$ cat src/rtl/seg_disp_pkg.sv
// Shared definitions for the 2-digit score display path.
// Mode encodings, saturation limit and conversion FSM states.
package seg_disp_pkg;

   localparam logic [1:0] MODE_SCORE    = 2'd0;
   localparam logic [1:0] MODE_TIME     = 2'd1;
   localparam logic [1:0] MODE_ALT      = 2'd2;
   localparam logic [1:0] MODE_GAMEOVER = 2'd3;

   localparam int MAX_VAL = 99;

   typedef enum logic [1:0] {
      IDLE  = 2'd0,
      LOAD  = 2'd1,
      SHIFT = 2'd2,
      DONE  = 2'd3
   } state_t;

endpackage

$ cat src/rtl/bin2bcd_seq.sv
// Sequential double-dabble: binary (<=99) to two BCD digits.
// One shift per clock; result is published only when complete.
module bin2bcd_seq
   import seg_disp_pkg::*;
#(
   parameter int BIN_W = 7
) (
   input  logic             clk,
   input  logic             rst,
   input  logic             start,
   input  logic [BIN_W-1:0] bin_in,
   output logic             busy,
   output logic             done,
   output logic [7:0]       bcd_out
);

   localparam int CW = $clog2(BIN_W);

   state_t           state_q, state_d;
   logic [BIN_W-1:0] sh_q;
   logic [7:0]       bcd_q;
   logic [CW-1:0]    cnt_q;
   logic [7:0]       adj;
   logic [7:0]       shifted;
   logic             last;

   assign last = (cnt_q == CW'(BIN_W - 1));
   assign busy = (state_q == LOAD) || (state_q == SHIFT);
   assign done = (state_q == DONE);

   // Add-3 correction on each digit, then shift in the next binary bit
   always_comb begin
      adj = bcd_q;
      if (adj[3:0] >= 4'd5) adj[3:0] = adj[3:0] + 4'd3;
      if (adj[7:4] >= 4'd5) adj[7:4] = adj[7:4] + 4'd3;
      shifted = {adj[6:0], sh_q[BIN_W-1]};
   end

   // Conversion state sequencing
   always_comb begin
      state_d = state_q;
      unique case (state_q)
         IDLE:  if (start) state_d = LOAD;
         LOAD:  state_d = SHIFT;
         SHIFT: if (last) state_d = DONE;
         DONE:  state_d = IDLE;
         default: state_d = IDLE;
      endcase
   end

   // Datapath registers; bcd_out is written only with the final result
   always_ff @(posedge clk or posedge rst) begin
      if (rst) begin
         state_q <= IDLE;
         sh_q    <= '0;
         bcd_q   <= '0;
         cnt_q   <= '0;
         bcd_out <= '0;
      end else begin
         state_q <= state_d;
         unique case (state_q)
            LOAD: begin
               sh_q  <= bin_in;
               bcd_q <= '0;
               cnt_q <= '0;
            end
            SHIFT: begin
               bcd_q <= shifted;
               sh_q  <= {sh_q[BIN_W-2:0], 1'b0};
               cnt_q <= cnt_q + 1'b1;
               if (last) bcd_out <= shifted;
            end
            default: ;
         endcase
      end
   end

endmodule

$ cat src/rtl/score_display_ctrl.sv
// Display sequencer: source select, alternate dwell, blink,
// change detection and BCD conversion hand-off to the scanner.
module score_display_ctrl
   import seg_disp_pkg::*;
#(
   parameter int BIN_W       = 7,
   parameter int ALT_TICKS   = 2000,
   parameter int BLINK_TICKS = 500,
   parameter int LZ_SUPPRESS = 1
) (
   input  logic             clk,
   input  logic             rst,
   input  logic             tick,
   input  logic [BIN_W-1:0] score_bin,
   input  logic [BIN_W-1:0] time_bin,
   input  logic [1:0]       mode,
   output logic [7:0]       bcd_out,
   output logic             blank,
   output logic             lz_blank,
   output logic             src_sel,
   output logic             busy,
   output logic             upd_valid
);

   localparam int DW = $clog2(ALT_TICKS);
   localparam int BW = $clog2(BLINK_TICKS);

   logic [DW-1:0]    dwell_q;
   logic [BW-1:0]    blink_q;
   logic [BIN_W-1:0] sel, val;
   logic [BIN_W-1:0] last_val, cap_val;
   logic             last_src, cap_src;
   logic             start, accept, done;

   assign sel   = src_sel ? time_bin : score_bin;
   assign val   = (sel > BIN_W'(MAX_VAL)) ? BIN_W'(MAX_VAL) : sel;
   assign start = (val != last_val) || (src_sel != last_src);
   assign accept = start && !busy && !done;

   assign upd_valid = done;
   assign lz_blank  = (LZ_SUPPRESS != 0) && (bcd_out[7:4] == 4'd0);

   // Source select and alternate-mode dwell timer
   always_ff @(posedge clk or posedge rst) begin
      if (rst) begin
         src_sel <= 1'b0;
         dwell_q <= '0;
      end else begin
         unique case (mode)
            MODE_SCORE, MODE_GAMEOVER: begin
               src_sel <= 1'b0;
               dwell_q <= '0;
            end
            MODE_TIME: begin
               src_sel <= 1'b1;
               dwell_q <= '0;
            end
            MODE_ALT: begin
               if (tick) begin
                  if (dwell_q == DW'(ALT_TICKS - 1)) begin
                     dwell_q <= '0;
                     src_sel <= ~src_sel;
                  end else begin
                     dwell_q <= dwell_q + 1'b1;
                  end
               end
            end
            default: ;
         endcase
      end
   end

   // Game-over blink: toggle blank every BLINK_TICKS ticks
   always_ff @(posedge clk or posedge rst) begin
      if (rst) begin
         blank   <= 1'b0;
         blink_q <= '0;
      end else if (mode != MODE_GAMEOVER) begin
         blank   <= 1'b0;
         blink_q <= '0;
      end else if (tick) begin
         if (blink_q == BW'(BLINK_TICKS - 1)) begin
            blink_q <= '0;
            blank   <= ~blank;
         end else begin
            blink_q <= blink_q + 1'b1;
         end
      end
   end

   // Track what is being converted and what was last published
   always_ff @(posedge clk or posedge rst) begin
      if (rst) begin
         cap_val  <= '0;
         cap_src  <= 1'b0;
         last_val <= '0;
         last_src <= 1'b0;
      end else begin
         if (accept) begin
            cap_val <= val;
            cap_src <= src_sel;
         end
         if (done) begin
            last_val <= cap_val;
            last_src <= cap_src;
         end
      end
   end

   bin2bcd_seq #(.BIN_W(BIN_W)) u_conv (
      .clk     (clk),
      .rst     (rst),
      .start   (start),
      .bin_in  (cap_val),
      .busy    (busy),
      .done    (done),
      .bcd_out (bcd_out)
   );

endmodule

$ cat config.mk
export PLATFORM = sky130hd
export DESIGN_NAME = score_display_ctrl
export DESIGN_NICKNAME = d
export VERILOG_FILES = /design/src/rtl/seg_disp_pkg.sv /design/src/rtl/bin2bcd_seq.sv /design/src/rtl/score_display_ctrl.sv
export SDC_FILE = /design/constraint.sdc
export NUM_CORES = 1
export LEC_CHECK = 0
export BUFFER_PORTS_ARGS = -buffer_cell sky130_fd_sc_hd__buf_4
export CAP_MARGIN = 10
export CORE_ASPECT_RATIO = 0.7
export CORE_UTILIZATION = 25
export DETAILED_ROUTE_END_ITERATION = 12
export GPL_TIMING_DRIVEN = 0
export HOLD_SLACK_MARGIN = 0.12
export PLACE_DENSITY = 0.46
export SYNTH_ARGS = -nofsm -noshare
export SYNTH_HDL_FRONTEND = slang
export SYNTH_HIERARCHICAL = 1
export SYNTH_SLANG_ARGS = --single-unit
$ cat constraint.sdc
create_clock -name clk -period 4.3 [get_ports clk]
set_input_delay 0.215 -clock clk [delete_from_list [all_inputs] [get_ports clk]]
set_output_delay 0.215 -clock clk [all_outputs]
set_load 0.05 [all_outputs]
## Word-level counts from Yosys, hierarchy flattened

Cells that the tools add are included.

- Flip-flop bits (word level): 66
- Input bits: 19
- Output and inout port bits: 13
- Word-level logic and storage cells: 79

- $add $sub $neg: 5
- $lt $le $gt $ge: 3
- Equality and inequality tests: 16
- Muxes and demuxes: 22
- Bitwise operators: 2
- Reduce and logical (&&, ||, !) cells: 18

Operator list:

| kind | count |
|---|---|
| two-way mux 9 bit | 3 |
| two-way mux 11 bit | 2 |
| one-hot mux 11 bit (2 select lines) | 1 |
| one-hot mux 8 bit (2 select lines) | 1 |
| two-way mux 7 bit | 2 |
| one-hot mux 7 bit (2 select lines) | 1 |
| adder 11 x 1 -> 11 bit, second input constant | 1 |
| == test 11 bit, second input constant | 1 |
| adder 9 x 1 -> 9 bit, second input constant | 1 |
| == test 9 bit, second input constant | 1 |
| == test 2 bit, second input constant | 4 |
| greater-or-equal comparator 4 x 3 -> 1 bit, second input constant | 2 |
| inequality test 2 bit, second input constant | 4 |
| one-hot mux 2 bit (4 select lines) | 1 |
| AND reduction 2 bit | 4 |
| > comparator 7 bit, second input constant | 1 |
| inequality test 7 bit | 1 |
| one-hot mux 3 bit (2 select lines) | 1 |
| nonzero test 2 bit | 3 |
| two-way mux 1 bit | 5 |
| adder 4 x 2 -> 4 bit, second input constant | 1 |
| == test 2 x 1 -> 1 bit, second input constant | 2 |
| logical NOT 2 bit | 2 |
| logical NOT 4 bit | 1 |
| other kinds (15) | 20 |

## Logic depth before layout (Yosys ltp)

Gate-level depths: netlist of the first run.

- Word-level depth: 7
- Depth in mapped cells: 10
- Depth with buffers taken out: 9

## Cells and area by module

Netlist of the first run, hierarchy kept.

Modules (own cells, without submodules):

| module | times used | cells each | area an instance (um^2) | seq. area each (um^2) |
|---|---|---|---|---|
| score_display_ctrl | 1 | 193 | 2023.2 | 950.9 |
| bin2bcd_seq | 1 | 132 | 1373.8 | 700.7 |

## Least setup slack after synthesis of the first run

OpenSTA, ideal clock, no wires.

- Path kind: register to register
- Start point: reg src_sel
- End point: reg cap_src
- Setup time: 0.125 ns
- Arrival: 2.334 ns
- Required time: 4.175 ns
- Path slack: 1.841 ns
- Cell stages (with the launch flop): 8
- Buffers on the path: 2
- Period minus slack after synthesis: 2.459 ns
- Path through: dfrtp_1 > buf_6 > buf_2 > mux2i_1 > nand3_1 > nor4b_2 > a211oi_4 > mux2_4

- Word-level cells in the longest chain between the ends: 7
- Elaborated cells between the ends (all ways): 8
- Those cells by class: 1 x order compare; 2 x eq/ne; 2 x mux; 3 x reduce/logical

Ends and longest elaborated chain:

| element | RTL line | text |
|---|---|---|
| from (decl) | score_display_ctrl.sv:20 | `output logic src_sel,` |
| from (signal assigned) | score_display_ctrl.sv:62 | `src_sel <= ~src_sel;` |
| two-way mux 7 bit | score_display_ctrl.sv:35 | `assign sel = src_sel ? time_bin : score_bin;` |
| > comparator 7 bit | score_display_ctrl.sv:36 | `assign val = (sel > BIN_W'(MAX_VAL)) ? BIN_W'(MAX_VAL) : sel;` |
| two-way mux 7 bit | score_display_ctrl.sv:36 |  |
| inequality test 7 bit | score_display_ctrl.sv:37 | `assign start = (val != last_val) \|\| (src_sel != last_src);` |
| logical OR 1 bit | score_display_ctrl.sv:37 |  |
| logical AND 1 bit (2 in series) | score_display_ctrl.sv:38 | `assign accept = start && !busy && !done;` |
| to (signal assigned) | score_display_ctrl.sv:101 | `cap_src <= src_sel;` |
| to (decl) | score_display_ctrl.sv:32 | `logic last_src, cap_src;` |

Several ways; a longest one is shown, not always the timed one.
A chain may end at the register's enable or synchronous reset.

## Worst setup path after layout of the first run

Ends and elaborated chain as after synthesis.

==> out/qor.yml, run 1 <==
logic_synthesis:
  ys_seq_area_share_pct: 48.62
  synthArstFlopShare_pct: 100.0
  synth_nets: 358
  ys_seq_elements: 66
  synth_top_area_share_pct: 48.62
  yosys_most_used_dff: "dfrtp_1"
  syn_inst: 325
  synthesis.area_mm2: 0.003397
  yosys_warnings: 6
  synthDistinctLibCells: 46
  synth-edff-count: 0
  yosys.area.top_type: "dfrtp_1"
  postSynthAreaPerCell_um2: 10.45
  synth_area_leaders: "dfrtp_1 (49%), ha_1 (5.2%), mux2i_1 (3.8%), nand2_1 (3.6%), o21ai_0 (3.5%)"
power_and_ir_drop:
  netSwitchingFraction_pct: 34.69
  p_clk_share_pct: 30.2
  power_frac_seq_pct: 34.1
  power.switching_mw: 0.8875
  irDropWorstVdd_mv: 0.2259
  leakagePower_nw: 1.852
  p_int_mw: 1.671
  p_per_area_mw_per_mm2: 608.6
  power_mw: 2.558
  combinationalPowerShare_pct: 35.7
floorplanning:
  coreArea_mm2: 0.01323
  boundaryPins: 32
  die_w_um: 141.3
  die_h_um: 99.53
  fp.dieArea_mm2: 0.01407
  fp-row-count: 35
  start_util_pct: 25.69
critical_path:
  crit_required_ns: 4.51
  endpoint_kind: "flip-flop"
  start_kind: "flip-flop"
  crit_type: "reg2reg"
  cp_max_fo: 10
  cp.arrival_ns: 2.65
detailed_routing:
  wl_per_cell_um: 12.67
  drt_pass1_iterations: 4
  wirelength_um: 7081
  drtIter0Drc: 71
  ant_nets: 0
  vias: 2470
  viasPerCell: 4.419
  post-route-drc-count: 0
sta:
  max_clock_freq_mhz: 409.7
  period_share_pct: 56.76
  period_needed_ns: 2.441
  worst_pin_slew_ns: 0.8422
  setup-violations-final: 0
  relSlewSlack_pct: 43.77
  setup_tns_ns: 0
  hold_viol: 0
  slew_viol_final: 0
  rsz0062_at_grt: "no"
  skew_ns: 0.006058
cts:
  h-tree-depth: 3
  cts.reportedPaths.clkPinSlew_ns: 0.06
  cts_buffers: 9
  cts.sinks: 66
  clkLatencyLatePin_ns: 0.32
  clockRootBuffer: "clkbuf_16"
  cts_setup_buffers: 0
  cts_buffer_depth: 2
  cts_tree: "done"
global_routing:
  overflow: 0
  grt_pass1_wl_um: 11800
  grtUsageTotal_pct: 10.80
  grt_max_degree: 39
  antenna_found_initial: 0
  first_global_vias: 2381
hold_path:
  hold_path_class: "in2reg"
placement:
  dp_hpwl_um: 4991
  dp_cells: 541
  port_buffers: 31
  globalplace.congestion: 0.7595
  place_area_mm2: 0.003861
layout:
  final_nets: 402
  fillers: 1389
  area.growth.synth_to_final_pct: 23.76
  post-route-cell-area_mm2: 0.004204
  drive_gt1_share_pct: 21.12
  stdcell_count: 559
  n_antenna_cell: 0
outcome:
  status: "complete, no violations"
run:
  cap_violations: 0
cells in the final DEF (no fill, tap or decap), drive strengths merged, types with 2 or more instances in the layout:
cell type,instances
buf,39
o41ai,2
o21ai,27
mux2i,13
mux2,16
clkbuf,18
o2bb2ai,4
inv,19
nand4,3
nor4,3
xor2,7
xnor2,11
nand2b,3
or3,3
and3,6
nor3b,2
nor4b,2
a32oi,3
nand2,33
a21oi,18
nor2,23
nand3,17
nor2b,5
o22ai,3
dfrtp,66
ha,14
worst paths after layout:
path / start / slack (ns) / cells after the start / endpoint
hold / removal: score_bin[2] / 0.24 / 3 / cap_val[2]$_DFFE_PP0P_
min in group asynchronous: rst / 0.54 / 3 / u_conv/bcd_out[1]$_DFFE_PP0P_
setup reg to reg: src_sel$_DFFE_PP0P_ / 1.86 / 7 / cap_src$_DFFE_PP0P_
max in group asynchronous: rst / 3.13 / 3 / last_val[5]$_DFFE_PP0P_
setup / recovery: src_sel$_DFFE_PP0P_ / 1.86 / 7 / cap_src$_DFFE_PP0P_
hold reg to reg: blank$_DFFE_PP0P_ / 0.49 / 1 / blank$_DFFE_PP0P_
per-stage QoR:
stage	util, %	setup slack, ns	hold WS, ns
finish	31.79	1.859	0.2396
global placement	29.20	1.860	0.4749
global route	31.79	1.662	0.2647
floorplan	-	1.841	0.2804
CTS	31.67	1.811	0.2284
detailed placement	29.20	1.836	0.4803
sequential cells by signal, indices dropped and copies added, names as in the netlist:
name	flops
u_conv/sh_q	7
u_conv/state_q	2
cap_val	7
u_conv/cnt_q	3
u_conv/bcd_q	8
u_conv/bcd_out	8
src_sel	1
blank	1
last_val	7
dwell_q	11
last_src	1
blink_q	9
cap_src	1
logic make-up after synthesis:
| logic type | count (synthesis) | share of synthesized area [%] |
|---|---|---|
| simple gates | 103 | 15.58 |
| compound gates | 66 | 12.49 |
| flops | 66 | 48.62 |
| buf+inv | 29 | 3.720 |
| mux | 29 | 9.797 |
| xor+xnor | 18 | 4.641 |
| fa+ha+maj | 14 | 5.157 |
layer usage:
layer	track usage (%)	vias up	wire (µm)
li1	-	1231	-
met2	15.54	31	3007
met3	3.467	6	238
met4	3.763	0	77
met5	0	-	0
met1	15.08	1202	3757
area by class of cell:
| class | instances | area [µm²] | share of cell area (%) |
|---|---|---|---|
| inverter | 19 | 71.32 | 1.696 |
| clock buffer | 15 | 287.8 | 6.845 |
| buffer | 10 | 55.05 | 1.310 |
| multi-input combinational | 230 | 1619 | 38.51 |
| timing repair buffer | 33 | 257.7 | 6.131 |
| tap | 185 | 231.5 | 5.506 |
| clock inverter | 1 | 30.03 | 0.7143 |
| sequential | 66 | 1652 | 39.29 |
worst max-delay path, cell delays in order (launching register included):
cell	delay (ns)
dfrtp_1	0.36
buf_6	0.14
buf_2	0.24
mux2i_1	0.33
nand3_1	0.11
nor4b_2	0.19
a211oi_4	0.60
mux2_4	0.35
power groups by stage:
stage | logic [mW] | clock network [mW] | registers (mW)
final | 0.914 | 0.771 | 0.873
after global routing | 1.02 | 0.825 | 0.894
after CTS | 0.929 | 0.799 | 0.874
after detailed placement | 0.924 | 0 | 0.882
after global placement | 0.904 | 0 | 0.878
after floorplan | 0.700 | 0 | 0.877
Yosys cell counts (2+ instances only):
| master | number |
|---|---|
| dfrtp_1 | 66 |
| nor3b_1 | 2 |
| xnor2_1 | 11 |
| o22ai_1 | 3 |
| a21oi_1 | 16 |
| or3_1 | 3 |
| clkbuf_1 | 3 |
| a21oi_2 | 2 |
| nor2b_1 | 5 |
| a32oi_1 | 3 |
| o2bb2ai_1 | 4 |
| ha_1 | 14 |
| o21ai_1 | 3 |
| nor2_1 | 23 |
| o41ai_1 | 2 |
| nand2_1 | 33 |
| mux2i_1 | 13 |
| inv_1 | 19 |
| nor4_1 | 2 |
| mux2_4 | 6 |
| and3_1 | 6 |
| xor2_1 | 7 |
| buf_2 | 5 |
| nand3_1 | 16 |
| mux2_2 | 10 |
| o21ai_0 | 24 |
| nand4_1 | 3 |
| nand2b_1 | 3 |
repair_timing:
| item | in CTS | in global routing |
|---|---|---|
| endpoints found under the hold margin | 1 | 0 |
| hold buffers | 1 | 0 |
| gates resized for setup | 0 | 0 |
(Power assumes the default switching activity.)
==> run 2, diff against run 1 <==
Clock period 4.3 ns to 2.29 ns, I/O delays scaled along.
==> out/qor.yml, run 2 (synthesis results as in run 1) <==
outcome:
  status: "complete, no violations"
detailed_routing:
  ant_nets: 0  # unchanged
  wirelength_um: 7175  # +1.3%
  viasPerCell: 4.314  # -2.4%
  post-route-drc-count: 0  # unchanged
  drt_pass1_iterations: 4  # unchanged
  drtIter0Drc: 106  # +49%
  vias: 2420  # -2.0%
  wl_per_cell_um: 12.79  # +0.97%
critical_path:
  slowest_stage: "dfrtp_2"
  critPathMaxStageDelay_ns: 0.49  # -0.11 ns
  crit_type: "reg2reg"
  r2r_slack_ns: 0.04  # -1.82 ns
  cp_top_family: "simple AND/OR/NAND/NOR gates"
  start_kind: "flip-flop"
  cp_max_fo: 9  # -1
  path_cells: "nor4b_2, a211o_4, and3_4, nor4b_4, a211oi_4, buf_12, mux2_4"
  crit_required_ns: 2.49  # -2.02 ns
  path_buf_inv: 1  # -1
  endpoint_kind: "flip-flop"
  cp.arrival_ns: 2.45  # -0.20 ns
sta:
  skew_ns: 0.004749  # -0.001309 ns
  rsz0062_at_grt: "yes"
  hold_viol: 0  # unchanged
  relSlewSlack_pct: 44.17  # +0.39 points
  setup-violations-final: 0  # unchanged
  max_clock_freq_mhz: 444.5  # +8.5%
  period_needed_ns: 2.250  # -0.1909 ns
  slew_viol_final: 0  # unchanged
  worst_pin_slew_ns: 0.8363  # -0.005890 ns
  finalWorstSetupSlack_ns: 0.04042  # -1.819 ns
  period_share_pct: 98.23  # +41 points
layout:
  area.growth.synth_to_final_pct: 27.73
  drive_gt1_share_pct: 24.73  # +3.6 points
  seq_area_mm2: 0.001653  # about the same
  fin_util_pct: 32.81  # +1.0 points
  largest_reg_flops: 11  # unchanged
  fillers: 1387  # -0.14%
  final_nets: 405  # +0.75%
  final_cell_mix: "dfrtp_1 (65), buf_4 (35), nand2_1 (33), o21ai_0 (24), nor2_1 (23)"
  largestRegisters: "dwell_q: 11 flops, blink_q: 9 flops"
  n_antenna_cell: 0  # unchanged
  layout_commonest_cell: "dfrtp_1"
  multi_input_area_mm2: 0.001728  # +6.7%
  largest_register: "dwell_q"
cts:
  clockRootBuffer: "clkbuf_16"
  cts_tree: "done"
  cts_buffers: 9  # unchanged
  cts.sinks: 66  # unchanged
  cts_buffer_depth: 2  # unchanged
  clkLatencyLatePin_ns: 0.32  # about the same
  cts.reportedPaths.clkPinSlew_ns: 0.05  # about the same
  h-tree-depth: 3  # unchanged
floorplanning:
  start_util_pct: 25.69  # unchanged
  fp.dieArea_mm2: 0.01407  # unchanged
  boundaryPins: 32  # unchanged
  coreArea_mm2: 0.01323  # unchanged
  die_h_um: 99.53  # unchanged
  die_w_um: 141.3  # unchanged
  fp-row-count: 35  # unchanged
global_routing:
  antenna_found_initial: 0  # unchanged
  grt_max_degree: 39  # unchanged
  overflow: 0  # unchanged
  grtUsageTotal_pct: 10.94  # +0.14 points
  grt_pass1_wl_um: 11990  # +1.6%
  first_global_vias: 2399  # +0.76%
placement:
  dp_hpwl_um: 5005  # +0.29%
  port_buffers: 31  # unchanged
  pre_cts_slack_ns: -0.1350  # -1.971 ns
  globalplace.congestion: 0.7461  # -1.8%
hold_path:
  hold_path_class: "in2reg"
power_and_ir_drop:
  p_per_area_mw_per_mm2: 1134  # +86%
  irDropWorstVdd_mv: 0.5290  # +130%
  leakagePower_nw: 1.883  # +1.7%
run:
  cap_violations: 0  # unchanged
==> run 2: changes by cell type in the layout (fill, tap and decap cells not counted), moves of 2 or more <==
cell | previous run | this run
a21oi_1 | 16 | 14
a21oi_2 | 2 | 4
buf_4 | 32 | 35
a32oi_4 | 0 | 2
a32oi_1 | 3 | 0
==> run 2: cell type report <==
| class | count | area share (%) |
|---|---|---|
| timing repair buffer | 37 | 6.920 |
| multi-input combinational | 230 | 39.82 |
| clock buffer | 13 | 6.228 |
| inverter | 19 | 1.644 |
| tap | 185 | 5.334 |
| buffer | 9 | 1.153 |
| clock inverter | 2 | 0.8074 |
| sequential | 66 | 38.09 |
==> run 2: worst paths after layout <==
kind                                                  to  cells after the start                           from
setup reg to reg                     cap_src$_DFFE_PP0P_                      7            src_sel$_DFFE_PP0P_
setup / recovery                     cap_src$_DFFE_PP0P_                      7            src_sel$_DFFE_PP0P_
max in group asynchronous            src_sel$_DFFE_PP0P_                      3                            rst
min in group asynchronous  u_conv/bcd_out[0]$_DFFE_PP0P_                      3                            rst
hold reg to reg            u_conv/bcd_out[3]$_DFFE_PP0P_                      2  u_conv/bcd_out[3]$_DFFE_PP0P_
hold / removal                    cap_val[3]$_DFFE_PP0P_                      3                   score_bin[3]
==> run 2: layer usage <==
layer / up-vias / routed length, µm / part of all wire (%) / GRT usage (%)
met2: 30 / 3113 / 43 / 15.65
li1: 1230 / - / - / -
met4: 0 / 61 / 0.85 / 3.763
met1: 1156 / 3737 / 52 / 15.47
met3: 4 / 262 / 3.7 / 3.370
met5: - / 0 / 0 / 0
==> run 2: tightest hold or removal path, cell delays in order <==
cell and delay (ns):
buf_4 0.10, a32oi_2 0.07, mux2i_1 0.12
==> run 2: where the power goes <==
part | total [mW] | switching, mW | internal, mW
registers | 1.64 | 0.195 | 1.45
clock network | 1.40 | 0.478 | 0.924
logic | 1.88 | 1.03 | 0.846
==> run 2: through the flow <==
step | area (µm²) | cells | total power [mW] | hold WS (ns) | TNS (ns)
global route | 4339 | 561 | 5.254 | 0.1408 | -0.08860
detailed placement | 3862 | 541 | 3.381 | 0.3695 | -0.5967
finish | 4339 | 561 | 4.921 | 0.1332 | 0
floorplan | 3398 | 325 | 2.960 | 0.1799 | -0.1668
CTS | 4232 | 559 | 4.960 | 0.1323 | 0
global placement | 3862 | 541 | 3.350 | 0.4567 | -0.6637
==> run 2: timing repair <==
item	4_1_cts	5_1_grt
hold buffers	1	0
endpoints found under the hold margin	38	0
setup buffers	3	3
pin swaps	2	2
setup endpoints to repair	9	9
resized for setup	4	14
==> run 3, diff against run 2 <==
Settings changed: CORE_ASPECT_RATIO 0.7 to default.
==> out/qor.yml, run 3 (synthesis results as in run 1) <==
outcome:
  status: "complete, no violations"
cts:
  cts_buffer_depth: 2  # unchanged
  cts_buffers: 9  # unchanged
  clkLatencyLatePin_ns: 0.33  # about the same
  cts_tree: "done"
  cts.sinks: 66  # unchanged
  cts.reportedPaths.clkPinSlew_ns: 0.06  # about the same
  clockRootBuffer: "clkbuf_16"
  h-tree-depth: 3  # unchanged
global_routing:
  grtUsageTotal_pct: 11.31  # +0.36 points
  grt_pass1_wl_um: 12440  # +3.7%
  first_global_vias: 2500  # +4.2%
  grt_max_degree: 39  # unchanged
  overflow: 0  # unchanged
  antenna_found_initial: 0  # unchanged
layout:
  largestRegisters: "dwell_q: 11 flops, blink_q: 9 flops"
  drive_gt1_share_pct: 24.21  # -0.52 points
  n_antenna_cell: 0  # unchanged
  largest_register: "dwell_q"
  largest_reg_flops: 11  # unchanged
  final_nets: 408  # +0.74%
  final_cell_mix: "dfrtp_1 (65), buf_4 (36), nand2_1 (33), o21ai_0 (24), nor2_1 (23)"
  area.growth.synth_to_final_pct: 27.15
  layout_commonest_cell: "dfrtp_1"
detailed_routing:
  drt_pass1_iterations: 4  # unchanged
  post-route-drc-count: 0  # unchanged
  ant_nets: 0  # unchanged
  vias: 2504  # +3.5%
  drtIter0Drc: 83  # -22%
  viasPerCell: 4.504  # +4.4%
  wirelength_um: 7271  # +1.3%
  wl_per_cell_um: 13.08  # +2.2%
floorplanning:
  coreArea_mm2: 0.01324  # +0.13%
  fp.dieArea_mm2: 0.01406  # about the same
  die_w_um: 118.6  # -16%
  start_util_pct: 25.65  # -0.034 points
  fp-row-count: 42  # +20%
  boundaryPins: 32  # unchanged
  die_h_um: 118.6  # +19%
critical_path:
  worst-path-stages: 8  # +1
  crit_type: "reg2reg"
  r2r_start: "src_sel$_DFFE_PP0P_"
  start_kind: "flip-flop"
  slowest_stage: "dfrtp_2"
  cp.arrival_ns: 2.41  # -0.04 ns
  crit_required_ns: 2.51  # +0.02 ns
  reg2reg_depth: 8  # +1
  path_cells: "buf_6, nand3_2, a211o_4, and3_4, nor4b_4, a211oi_4, buf_12, mux2_4"
  cp_max_fo: 8  # -1
  endpoint_kind: "flip-flop"
  cp_top_family: "simple AND/OR/NAND/NOR gates"
  path_buf_inv: 2  # +1
  critPathMaxStageDelay_ns: 0.42  # -0.07 ns
  worstSetupStartpoint: "src_sel$_DFFE_PP0P_"
run:
  cap_violations: 0  # unchanged
power_and_ir_drop:
  p_per_area_mw_per_mm2: 1143  # +0.76%
  leakagePower_nw: 1.894  # +0.57%
  irDropWorstVdd_mv: 0.4081  # -23%
  power_mw: 4.936  # +0.29%
placement:
  globalplace.congestion: 0.7813  # +4.7%
  port_buffers: 31  # unchanged
  pre_cts_slack_ns: -0.1830  # -0.04795 ns
  dp_hpwl_um: 5022  # +0.34%
sta:
  finalWorstSetupSlack_ns: 0.09913  # +0.05870 ns
  worst_pin_slew_ns: 0.8423  # +0.006079 ns
  hold_viol: 0  # unchanged
  setup-violations-final: 0  # unchanged
  skew_ns: 0.003943  # -0.0008058 ns
  period_share_pct: 95.67  # -2.6 points
  rsz0062_at_grt: "yes"
  slew_viol_final: 0  # unchanged
  relSlewSlack_pct: 43.84  # -0.32 points
  period_needed_ns: 2.191  # -0.05870 ns
  max_clock_freq_mhz: 456.4  # +2.7%
hold_path:
  holdPathStages: 3  # unchanged
  hold_path_class: "in2reg"
  worstHoldStart: "score_bin[3]"
-- run 3: cell count changes in the layout (fill, tap and decap cells not counted), sizes merged --
cell         previous run  this run
buf                    42        43
clkbuf                 16        17
dlygate4sd3             1         3
-- run 3: per-stage QoR --
stage	area [µm²]	hold WS [ns]	std cells	util (%)	setup TNS (ns)
floorplan	3398	0.1799	325	-	-0.1668
global placement	3851	0.4448	532	29.08	-0.9849
detailed placement	3851	0.3600	532	29.08	-0.9083
CTS	4235	0.1354	552	31.98	0
global route	4319	0.1429	556	32.62	-0.05006
finish	4319	0.1144	556	32.62	0
-- run 3: layer usage --
layer  track usage (%)  vias to the layer above  wire (µm)
met4             5.301                        0        138
met5                 0                        -          0
met2             17.84                       45       3379
li1                  -                     1239          -
met3             3.427                       12        295
met1             14.08                     1208       3457
-- run 3: path summary, 6_finish.rpt --
check | end | slack (ns)
worst max-delay path | cap_val[5]$_DFFE_PP0P_ | 0.1
max in group asynchronous | src_sel$_DFFE_PP0P_ | 1.18
min in group asynchronous | u_conv/state_q[1]$_DFFE_PP0P_ | 0.43
worst min register to register | u_conv/bcd_out[1]$_DFFE_PP0P_ | 0.48
worst max register to register | cap_val[5]$_DFFE_PP0P_ | 0.1
worst min-delay path | cap_val[3]$_DFFE_PP0P_ | 0.11
-- run 3: where the power goes --
| group | leakage [nW] | switching (mW) | internal (mW) |
|---|---|---|---|
| clock | 0.147 | 0.505 | 0.902 |
| sequential | 0.863 | 0.191 | 1.45 |
| combinational | 0.884 | 1.03 | 0.864 |
| total | 1.89 | 1.72 | 3.21 |
-- run 3: timing repair --
action	in CTS	in global routing
hold buffers	3	0
resized for setup	5	10
hold endpoints to repair	62	0
buffers inserted	1	4
pin swaps	3	4
endpoints found under the setup margin	9	6
-- run 3: final cells by class --
class                           count  area, µm²
Sequential cell                    66       1653
Timing Repair Buffer               40      344.1
Tap cell                          176      220.2
Clock inverter                      2      35.03
Buffer                              9      46.29
Multi-Input combinational cell    230       1685
Inverter                           19      71.32
Fill cell                        1392       8924
Clock buffer                       14      264.0
-- run 3: worst reg2reg max path, cell delays in order (launching register included) --
cell	delay, ns
dfrtp_2	0.42
buf_6	0.14
nand3_2	0.06
a211o_4	0.37
and3_4	0.19
nor4b_4	0.32
a211oi_4	0.11
buf_12	0.18
mux2_4	0.29
